[src/rtl/i2c_pkg.sv]
// i2c_pkg: shared widths, ACK levels and the target FSM state type
package i2c_pkg;
  localparam int I2C_ADDR_W = 7;
  localparam int I2C_BYTE_W = 8;
  localparam logic ACK = 1'b0;
  localparam logic NACK = 1'b1;
  typedef enum logic [2:0] {IDLE, ADDR, ADDR_ACK, RX, RX_ACK, TX, TX_ACK, WAIT_STOP} i2cTargetState_t;
endpackage

[src/rtl/i2c_line_filter.sv]
// i2c_line_filter: two-flop synchroniser plus run-length debounce for one bus line
module i2c_line_filter #(
  parameter int FILTER_LEN = 3
) (
  input  logic clk,
  input  logic reset,
  input  logic raw,
  output logic filt
);
  logic [1:0] sync;
  logic [3:0] cnt;
  // output follows the synchronised line only after FILTER_LEN consecutive differing samples
  always_ff @(posedge clk or negedge reset)
    if (!reset) begin
      sync <= 2'b11;
      cnt  <= '0;
      filt <= 1'b1;
    end else begin
      sync <= {sync[0], raw};
      if (sync[1] == filt) cnt <= '0;
      else if (cnt == 4'(FILTER_LEN - 1)) begin
        cnt  <= '0;
        filt <= sync[1];
      end else cnt <= cnt + 4'd1;
    end
endmodule

[src/rtl/i2c_target_unit.sv]
// i2c_target_unit: I2C target byte engine with START/STOP detection, address match and ACK handling
module i2c_target_unit import i2c_pkg::*; #(
  parameter logic [I2C_ADDR_W-1:0] TARGET_ADDR = 7'h42,
  parameter int                    FILTER_LEN  = 3
) (
  input  logic                  clk,
  input  logic                  reset,
  input  logic                  sclIn,
  input  logic                  sdaIn,
  output logic                  sdaOe,
  input  logic [I2C_BYTE_W-1:0] txData,
  output logic                  txLoad,
  output logic [I2C_BYTE_W-1:0] rxData,
  output logic                  rxValid,
  output logic                  readMode,
  output logic                  busy,
  output logic                  stopSeen
);
  i2cTargetState_t state, state_nx;
  logic scl, sda, scl_q, sda_q;
  logic [I2C_BYTE_W-1:0] shifter, shifter_nx, rx_data_nx, shift_in;
  logic [2:0] bit_cnt, bit_cnt_nx;
  logic acked, acked_nx, sda_oe_nx, tx_load_nx, rx_valid_nx, read_mode_nx, busy_nx, stop_seen_nx;
  logic scl_rise, scl_fall, start, stop, last_bit, addr_hit;

  i2c_line_filter #(.FILTER_LEN(FILTER_LEN)) u_scl (.clk(clk), .reset(reset), .raw(sclIn), .filt(scl));
  i2c_line_filter #(.FILTER_LEN(FILTER_LEN)) u_sda (.clk(clk), .reset(reset), .raw(sdaIn), .filt(sda));

  assign scl_rise = scl & ~scl_q;
  assign scl_fall = ~scl & scl_q;
  assign start    = scl & scl_q & sda_q & ~sda;
  assign stop     = scl & scl_q & ~sda_q & sda;
  assign shift_in = {shifter[I2C_BYTE_W-2:0], sda};
  assign last_bit = bit_cnt == 3'd7;
  assign addr_hit = shifter[I2C_ADDR_W-1:0] == TARGET_ADDR && shifter[I2C_ADDR_W-1:0] != '0;

  // state register together with the datapath and registered outputs
  always_ff @(posedge clk or negedge reset)
    if (!reset) begin
      state    <= IDLE;
      scl_q    <= 1'b1;
      sda_q    <= 1'b1;
      shifter  <= '0;
      bit_cnt  <= '0;
      acked    <= 1'b0;
      sdaOe    <= 1'b0;
      txLoad   <= 1'b0;
      rxData   <= '0;
      rxValid  <= 1'b0;
      readMode <= 1'b0;
      busy     <= 1'b0;
      stopSeen <= 1'b0;
    end else begin
      state    <= state_nx;
      scl_q    <= scl;
      sda_q    <= sda;
      shifter  <= shifter_nx;
      bit_cnt  <= bit_cnt_nx;
      acked    <= acked_nx;
      sdaOe    <= sda_oe_nx;
      txLoad   <= tx_load_nx;
      rxData   <= rx_data_nx;
      rxValid  <= rx_valid_nx;
      readMode <= read_mode_nx;
      busy     <= busy_nx;
      stopSeen <= stop_seen_nx;
    end

  // next state: START/STOP win over every bit-level event
  always_comb begin
    state_nx = state;
    if (start) state_nx = ADDR;
    else if (stop) state_nx = IDLE;
    else
      case (state)
        ADDR:     if (scl_rise && last_bit) state_nx = addr_hit ? ADDR_ACK : WAIT_STOP;
        ADDR_ACK: if (scl_fall && sdaOe) state_nx = readMode ? TX : RX;
        RX:       if (scl_rise && last_bit) state_nx = RX_ACK;
        RX_ACK:   if (scl_fall && sdaOe) state_nx = RX;
        TX:       if (scl_fall && last_bit) state_nx = TX_ACK;
        TX_ACK:   state_nx = (scl_rise && sda == NACK) ? WAIT_STOP : (scl_fall && acked) ? TX : state;
        default:  ;
      endcase
  end

  // datapath and output updates; sdaOe only moves on a filtered SCL fall or START/STOP
  always_comb begin
    shifter_nx   = shifter;
    bit_cnt_nx   = bit_cnt;
    acked_nx     = acked;
    sda_oe_nx    = sdaOe;
    tx_load_nx   = 1'b0;
    rx_data_nx   = rxData;
    rx_valid_nx  = 1'b0;
    read_mode_nx = readMode;
    busy_nx      = busy;
    stop_seen_nx = 1'b0;
    if (start) begin
      bit_cnt_nx = '0;
      sda_oe_nx  = 1'b0;
      acked_nx   = 1'b0;
    end else if (stop) begin
      sda_oe_nx    = 1'b0;
      busy_nx      = 1'b0;
      stop_seen_nx = 1'b1;
    end else
      case (state)
        ADDR: if (scl_rise) begin
          shifter_nx = shift_in;
          bit_cnt_nx = bit_cnt + 3'd1;
          if (last_bit) begin
            read_mode_nx = addr_hit ? sda : readMode;
            busy_nx      = addr_hit;
          end
        end
        ADDR_ACK, RX_ACK: if (scl_fall) begin
          if (!sdaOe) sda_oe_nx = 1'b1;
          else if (state == ADDR_ACK && readMode) begin
            tx_load_nx = 1'b1;
            shifter_nx = txData;
            sda_oe_nx  = ~txData[I2C_BYTE_W-1];
          end else sda_oe_nx = 1'b0;
        end
        RX: if (scl_rise) begin
          shifter_nx = shift_in;
          bit_cnt_nx = bit_cnt + 3'd1;
          if (last_bit) begin
            rx_data_nx  = shift_in;
            rx_valid_nx = 1'b1;
          end
        end
        TX: if (scl_fall) begin
          shifter_nx = {shifter[I2C_BYTE_W-2:0], 1'b0};
          bit_cnt_nx = bit_cnt + 3'd1;
          sda_oe_nx  = last_bit ? 1'b0 : ~shifter[I2C_BYTE_W-2];
        end
        TX_ACK:
          if (scl_rise) acked_nx = sda == ACK;
          else if (scl_fall && acked) begin
            acked_nx   = 1'b0;
            tx_load_nx = 1'b1;
            shifter_nx = txData;
            sda_oe_nx  = ~txData[I2C_BYTE_W-1];
          end
        WAIT_STOP: sda_oe_nx = 1'b0;
        default: ;
      endcase
  end
endmodule

[config.mk]
export PLATFORM = sky130hd
export DESIGN_NAME = i2c_target_unit
export DESIGN_NICKNAME = d
export VERILOG_FILES = /design/src/rtl/i2c_pkg.sv /design/src/rtl/i2c_line_filter.sv /design/src/rtl/i2c_target_unit.sv
export SDC_FILE = /design/constraint.sdc
export NUM_CORES = 1
export LEC_CHECK = 0
export ABC_CLOCK_PERIOD_IN_PS = 3000
export CORE_MARGIN = 1
export CORE_UTILIZATION = 52
export CTS_CLUSTER_DIAMETER = 80
export CTS_CLUSTER_SIZE = 16
export DETAILED_ROUTE_END_ITERATION = 8
export PLACE_DENSITY_LB_ADDON = 0.1
export SYNTH_ARGS = -nofsm -noshare
export SYNTH_HDL_FRONTEND = slang
export SYNTH_SLANG_ARGS = --single-unit
[constraint.sdc]
create_clock -name clk -period 3 [get_ports clk]
set_input_delay 0.3 -clock clk [delete_from_list [all_inputs] [get_ports clk]]
set_output_delay 0.3 -clock clk [all_outputs]
set_load 0.01 [all_outputs]
Word-level counts from Yosys, hierarchy flattened
Cells that the tools add are included.
Widths: inputs -> output; s select.
{"block": "totals", "register_bits": 44, "out_inout_bits": 14}
{"block": "op_classes", "muxes": 63, "n_reduce_logical": 29, "n_eq_ne": 33, "bitwise": 17, "addsub": 3}
{"op": "$mux 7", "count": 7}
{"op": "$mux 3", "count": 15}
{"op": "$ne 4x4->1 const B", "count": 9}
{"op": "$mux 1", "count": 32}
{"op": "$pmux 7 s4", "count": 1}
{"op": "$pmux 3 s6", "count": 1}
{"op": "$mux 4", "count": 4}
{"op": "$eq 3x3->1 const B", "count": 5}
{"op": "$ne 2x2->1 const B", "count": 7}
{"op": "$not 1->1", "count": 10}
{"op": "$reduce_and 10->1", "count": 1}
{"op": "$reduce_and 5->1", "count": 2}
{"op": "$add 4x1->4 const B", "count": 2}
{"op": "$eq 4x2->1 const B", "count": 2}
{"op": "$reduce_and 4->1", "count": 2}
{"op": "$reduce_bool 2->1", "count": 4}
{"op": "$reduce_bool 8->1", "count": 1}
{"op": "$and 1x1->1", "count": 7}
{"op": "$eq 7x7->1 const B", "count": 1}
{"op": "$logic_and 1x1->1", "count": 7}
{"op": "$reduce_and 7->1", "count": 1}
{"op": "$reduce_bool 7->1", "count": 1}
{"op": "$eq 3x2->1 const B", "count": 2}
{"op": "$pmux 3 s2", "count": 1}
{"op": "16 further kinds", "count": 20}

Logic depth before layout (Yosys ltp)
{"block": "depth", "ltp_word": 8, "depth_mapped": 8}

Modules after synthesis
From an unflattened synthesis, not the netlist that was laid out.
{"block": "unflattened", "hier_cells": 207, "area_unflattened_um2": 2287.2}
{"module": "i2c_target_unit", "n_inst": 1, "area_each_um2": 1712.9, "seq_area_each_um2": 753.2, "cells_each": 163}
{"module": "i2c_line_filter (u_sda)", "n_inst": 1, "area_each_um2": 287.8, "seq_area_each_um2": 178.9, "cells_each": 22}
{"module": "i2c_line_filter (u_scl)", "n_inst": 1, "area_each_um2": 286.5, "seq_area_each_um2": 178.9, "cells_each": 22}

Least setup slack after synthesis
Ideal clock, no wire load.
{"block": "synth_path", "kind": "reg2reg", "from": "reg state[2]", "to": "reg shifter[0]", "t_required_ns": 2.875, "setup_time_ns": 0.125, "arrival_time_ns": 1.879, "slack_ns": 0.996, "period_less_slack_ns": 2.004, "stages_incl_launch_ff": 8, "cell_sequence": "dfrtp_1 > clkinv_1 > ha_1 > clkbuf_4 > mux2i_1 > nor4_4 > nand3_4 > mux2_4"}
{"block": "synth_between", "elab_chain_cells": 4, "word_cells_on_any_way": 19, "classes_between": "eq/ne: 13; mux: 1; reduce/logical: 5"}
{"element": "start, declared", "line_no": "i2c_target_unit.sv:19", "text": "i2cTargetState_t state, state_nx;"}
{"element": "start signal, assigned", "line_no": "i2c_target_unit.sv:54", "text": "state <= state_nx;"}
{"element": "$eq 3x2->1 (tied with other cells)", "line_no": "i2c_target_unit.sv:107, i2c_target_unit.sv:118"}
{"element": "$reduce_or 2->1 (tied with other cells)", "line_no": "i2c_target_unit.sv:107", "text": "case (state)"}
{"element": "$ne 2x2->1 (no source line) (tied with other cells)"}
{"element": "$reduce_and 10->1 (no source line)"}
{"element": "end signal, assigned", "line_no": "i2c_target_unit.sv:57", "text": "shifter <= shifter_nx;"}
{"element": "end, declared", "line_no": "i2c_target_unit.sv:21", "text": "logic [I2C_BYTE_W-1:0] shifter, shifter_nx, rx_data_nx, shift_in;"}
Several ways; a longest one is shown, not always the timed one.
A chain may end at the register's enable or synchronous reset.

Final worst setup path
{"block": "layout_path", "from": "reg state[0]", "to": "reg state[0]"}
{"block": "layout_between", "elab_chain_cells": 4, "word_cells_on_any_way": 17, "classes_between": "eq/ne: 12; mux: 3; reduce/logical: 2"}
{"element": "$eq 3x3->1 (tied with other cells)", "line_no": "i2c_target_unit.sv:75", "text": "case (state)"}
{"element": "$pmux 3 s6", "line_no": "i2c_target_unit.sv:75"}
{"element": "$mux 3", "line_no": "i2c_target_unit.sv:73", "text": "else if (stop) state_nx = IDLE;"}
{"element": "$mux 3", "line_no": "i2c_target_unit.sv:72", "text": "if (start) state_nx = ADDR;"}
Several ways; a longest one is shown, not always the timed one.

==> reports/qor.csv <==
metric,value,unit
clk slew on worst S/H paths,0.09,ns
largest net degree at the start of global routing,45,
CTS tree,yes,
Syn Nets,226,
sequential share of the synthesized area,45.5,%
Syn Std Cell Area,2440,µm²
Initial Util,55.0,%
total gr overflow,0,
first-pass GRT wire length,7820,µm
worst-case clock skew,0.00741,ns
worst-skew pair later-pin latency,0.30,ns
GRT Util Overall,20.5,%
H-tree depth,2,
drt wl/cell,16.1,µm
cts repair resizes,0,
"Data arrival, critical path",2.32,ns
WP data required,3.19,ns
Final Wtd Congestion,0.913,
CTS max path bufs,2,
Post-synth EDFFs,0,
vias,1622,
worst-margin pin slew,0.962,ns
die area,4980,µm²
nets@finish,251,
maximum fanout along the worst path,11,
Num CTS Buffers,5,
Port-buffer cells,25,
DRT iter0 DRCs,111,
crit path kind,register to register,
syn avg cell area,11.9,µm²
setup TNS,0,ns
min Tclk post-route,2.13,ns
setup violators final,0,
Comb power frac,48.7,%
post-synthesis cell type count,57,
core area,4440,µm²
Clock power frac,16.2,%
max_cap viols,0,
Final Hold Fails,0,
Die H,70.5,µm
die width,70.5,µm
CP Launch Type,register,
post-route worst setup slack,0.868,ns
Synth Warn #,0,
fmax,469,MHz
normalized max-slew margin,35.8,%
#FFs+latches synth,44,
Flop pwr share,35.1,%
Setup crit end kind,register,
clock root cell,clkbuf_8,
Post-CTS Setup Inserts,0,
violated checks,DRC,
peak supply drop,0.000547,V
Net Sw Power,1170,µW
Layout area overhead,14.7,%
# diodes,0,
status,finished with violations,
Site Rows,24,
unrepaired setup endpoints after global routing,false,
hold crit path type,input port to asynchronous set/reset pin,
DRT Wirelength,4570,µm
post-route antenna net violation count,0,
internal power,1790,µW
I/O pins,26,
Slew Limit Fails,0,
dpl ws,0.891,ns
Final period util,71.1,%
cell leakage power,0.00125,µW
PD cells,1060,nW/µm²
DRC violations left,4,
number of global-route vias before repair,1633,
hpwl dp,3230,µm
clock sinks,44,
"Top FF cell, synth",dfrtp_1,
layout cells sized above 1,26.3,%
Hold Buf Count CTS,0,
Pre-antenna DRT Iters,6,
initial antenna violation count,0,
via/cell ratio,5.71,
Sw Ratio,39.5,%
Post-Synthesis Cells,206,
share of synthesized registers carrying an async set or reset,100,%
per-stage QoR:
| stage | hold WS (ns) | instance area [µm²] | utilization, % | cells | power, µW |
|---|---|---|---|---|---|
| 2_1_floorplan | 0.00441 | 2440 | - | 206 | 2250 |
| 3_3_place_gp | 0.346 | 2680 | 60.3 | 276 | 2430 |
| 3_5_place_dp | 0.348 | 2680 | 60.3 | 276 | 2490 |
| 4_1_cts | 0.168 | 2800 | 63.0 | 284 | 2990 |
| 5_1_grt | 0.226 | 2800 | 63.0 | 284 | 3170 |
| 6_report | 0.147 | 2800 | 63.0 | 284 | 2960 |
cell families (layout without fill, tap and decap cells):
group | Yosys count | in the layout | share of synthesized area [%]
AOI/OAI and AO/OA | 37 | 37 | 12.6
xor gates and xnor gates | 8 | 8 | 2.87
adders and majority gates | 8 | 8 | 4.10
buffers and inverters | 16 | 42 | 4.71
DFF | 44 | 44 | 45.5
muxes | 30 | 30 | 14.7
and+or+nand+nor | 63 | 63 | 15.6
registers in the layout, indices dropped and copies added, names as in the netlist, 2 cells and up:
name	cells
u_scl.sync	2
bit_cnt	3
u_sda.sync	2
shifter	7
u_scl.cnt	4
u_sda.cnt	4
rxData	8
state	3
synthesized netlist by cell type (2+ instances only):
| cell type | instances | area, µm² |
|---|---|---|
| inv_1 | 6 | 22.5 |
| o21ai_0 | 9 | 45.0 |
| nand2b_1 | 3 | 18.8 |
| a21oi_2 | 2 | 17.5 |
| dfrtp_1 | 36 | 901 |
| mux2_2 | 17 | 191 |
| a31oi_1 | 2 | 12.5 |
| nor2_1 | 14 | 52.6 |
| nand2_1 | 18 | 67.6 |
| a21oi_1 | 8 | 40.0 |
| xnor2_1 | 3 | 26.3 |
| ha_1 | 8 | 100 |
| nor3b_1 | 3 | 22.5 |
| clkbuf_4 | 2 | 15.0 |
| mux2i_1 | 5 | 50.1 |
| dfstp_2 | 8 | 210 |
| nand3_1 | 5 | 25.0 |
| and2b_4 | 2 | 20.0 |
| nor3_1 | 2 | 10.0 |
| o21ai_1 | 3 | 15.0 |
| xor2_1 | 5 | 43.8 |
| clkbuf_8 | 2 | 27.5 |
| buf_6 | 3 | 33.8 |
| mux2_4 | 7 | 105 |
path summary, 6_finish.rpt:
path / startpoint / end / slack (ns) / depth (start not counted)
max reg2reg: state[0] / state[0] / 0.87 / 7
max in group asynchronous: reset / u_sda.cnt[2] / 2.26 / 1
min in group clk: u_sda.sync[0] / u_sda.sync[1] / 0.35 / 0
min: reset / u_scl.cnt[3] / 0.15 / 1
min reg2reg: u_sda.sync[0] / u_sda.sync[1] / 0.35 / 0
max: state[0] / state[0] / 0.87 / 7
metal layers:
metal,up-vias,share of wire [%],wire length (µm),track usage [%]
li1,776,-,-,-
met1,799,46,2100,25.9
met2,39,49,2240,34.8
met3,8,3.3,151,3.85
met4,0,1.7,77,8.67
met5,-,0,0,0
worst max-delay path: stages, from the launching register on:
cell and delay (ns):
dfrtp_1 0.62, inv_1 0.16, ha_1 0.34, a21oi_1 0.13, o21ai_1 0.08, o21ai_1 0.26
a21oi_2 0.10, mux2_1 0.31
layout by cell type, fill, tap and decap left out, drive strengths merged, types with 2 or more instances in the layout:
cell type / netlist / final
clkdlybuf4s50: 0 / 24
nor3: 3 / 3
a221oi: 3 / 3
xnor2: 3 / 3
and3: 3 / 3
mux2: 25 / 25
dfstp: 8 / 8
a21oi: 10 / 10
nor3b: 3 / 3
buf: 5 / 3
clkbuf: 4 / 6
nand3: 6 / 6
dfrtp: 36 / 36
nand2: 19 / 19
xor2: 5 / 5
a31oi: 2 / 2
clkinv: 1 / 2
mux2i: 5 / 5
nor4: 2 / 2
ha: 8 / 8
and2b: 3 / 3
nor2: 14 / 14
nand2b: 3 / 3
o21ai: 13 / 13
inv: 6 / 6
power by group through the flow:
stage / registers (µW) / logic, µW / clock network (µW)
3_3_place_gp: 1040 / 1400 / 0
6_report: 1040 / 1440 / 480
5_1_grt: 1070 / 1580 / 516
4_1_cts: 1040 / 1450 / 500
2_1_floorplan: 939 / 1310 / 0
3_5_place_dp: 1050 / 1440 / 0
final cells by class:
cell class | count | area (µm²)
Fill cell | 348 | 1640
Sequential cell | 44 | 1110
Timing Repair Buffer | 27 | 260
Inverter | 7 | 26.3
Multi-Input combinational cell | 146 | 1220
Clock buffer | 6 | 82.6
Tap cell | 52 | 65.1
Clock inverter | 2 | 38.8
Note: power is estimated with default switching activity, not from simulation.
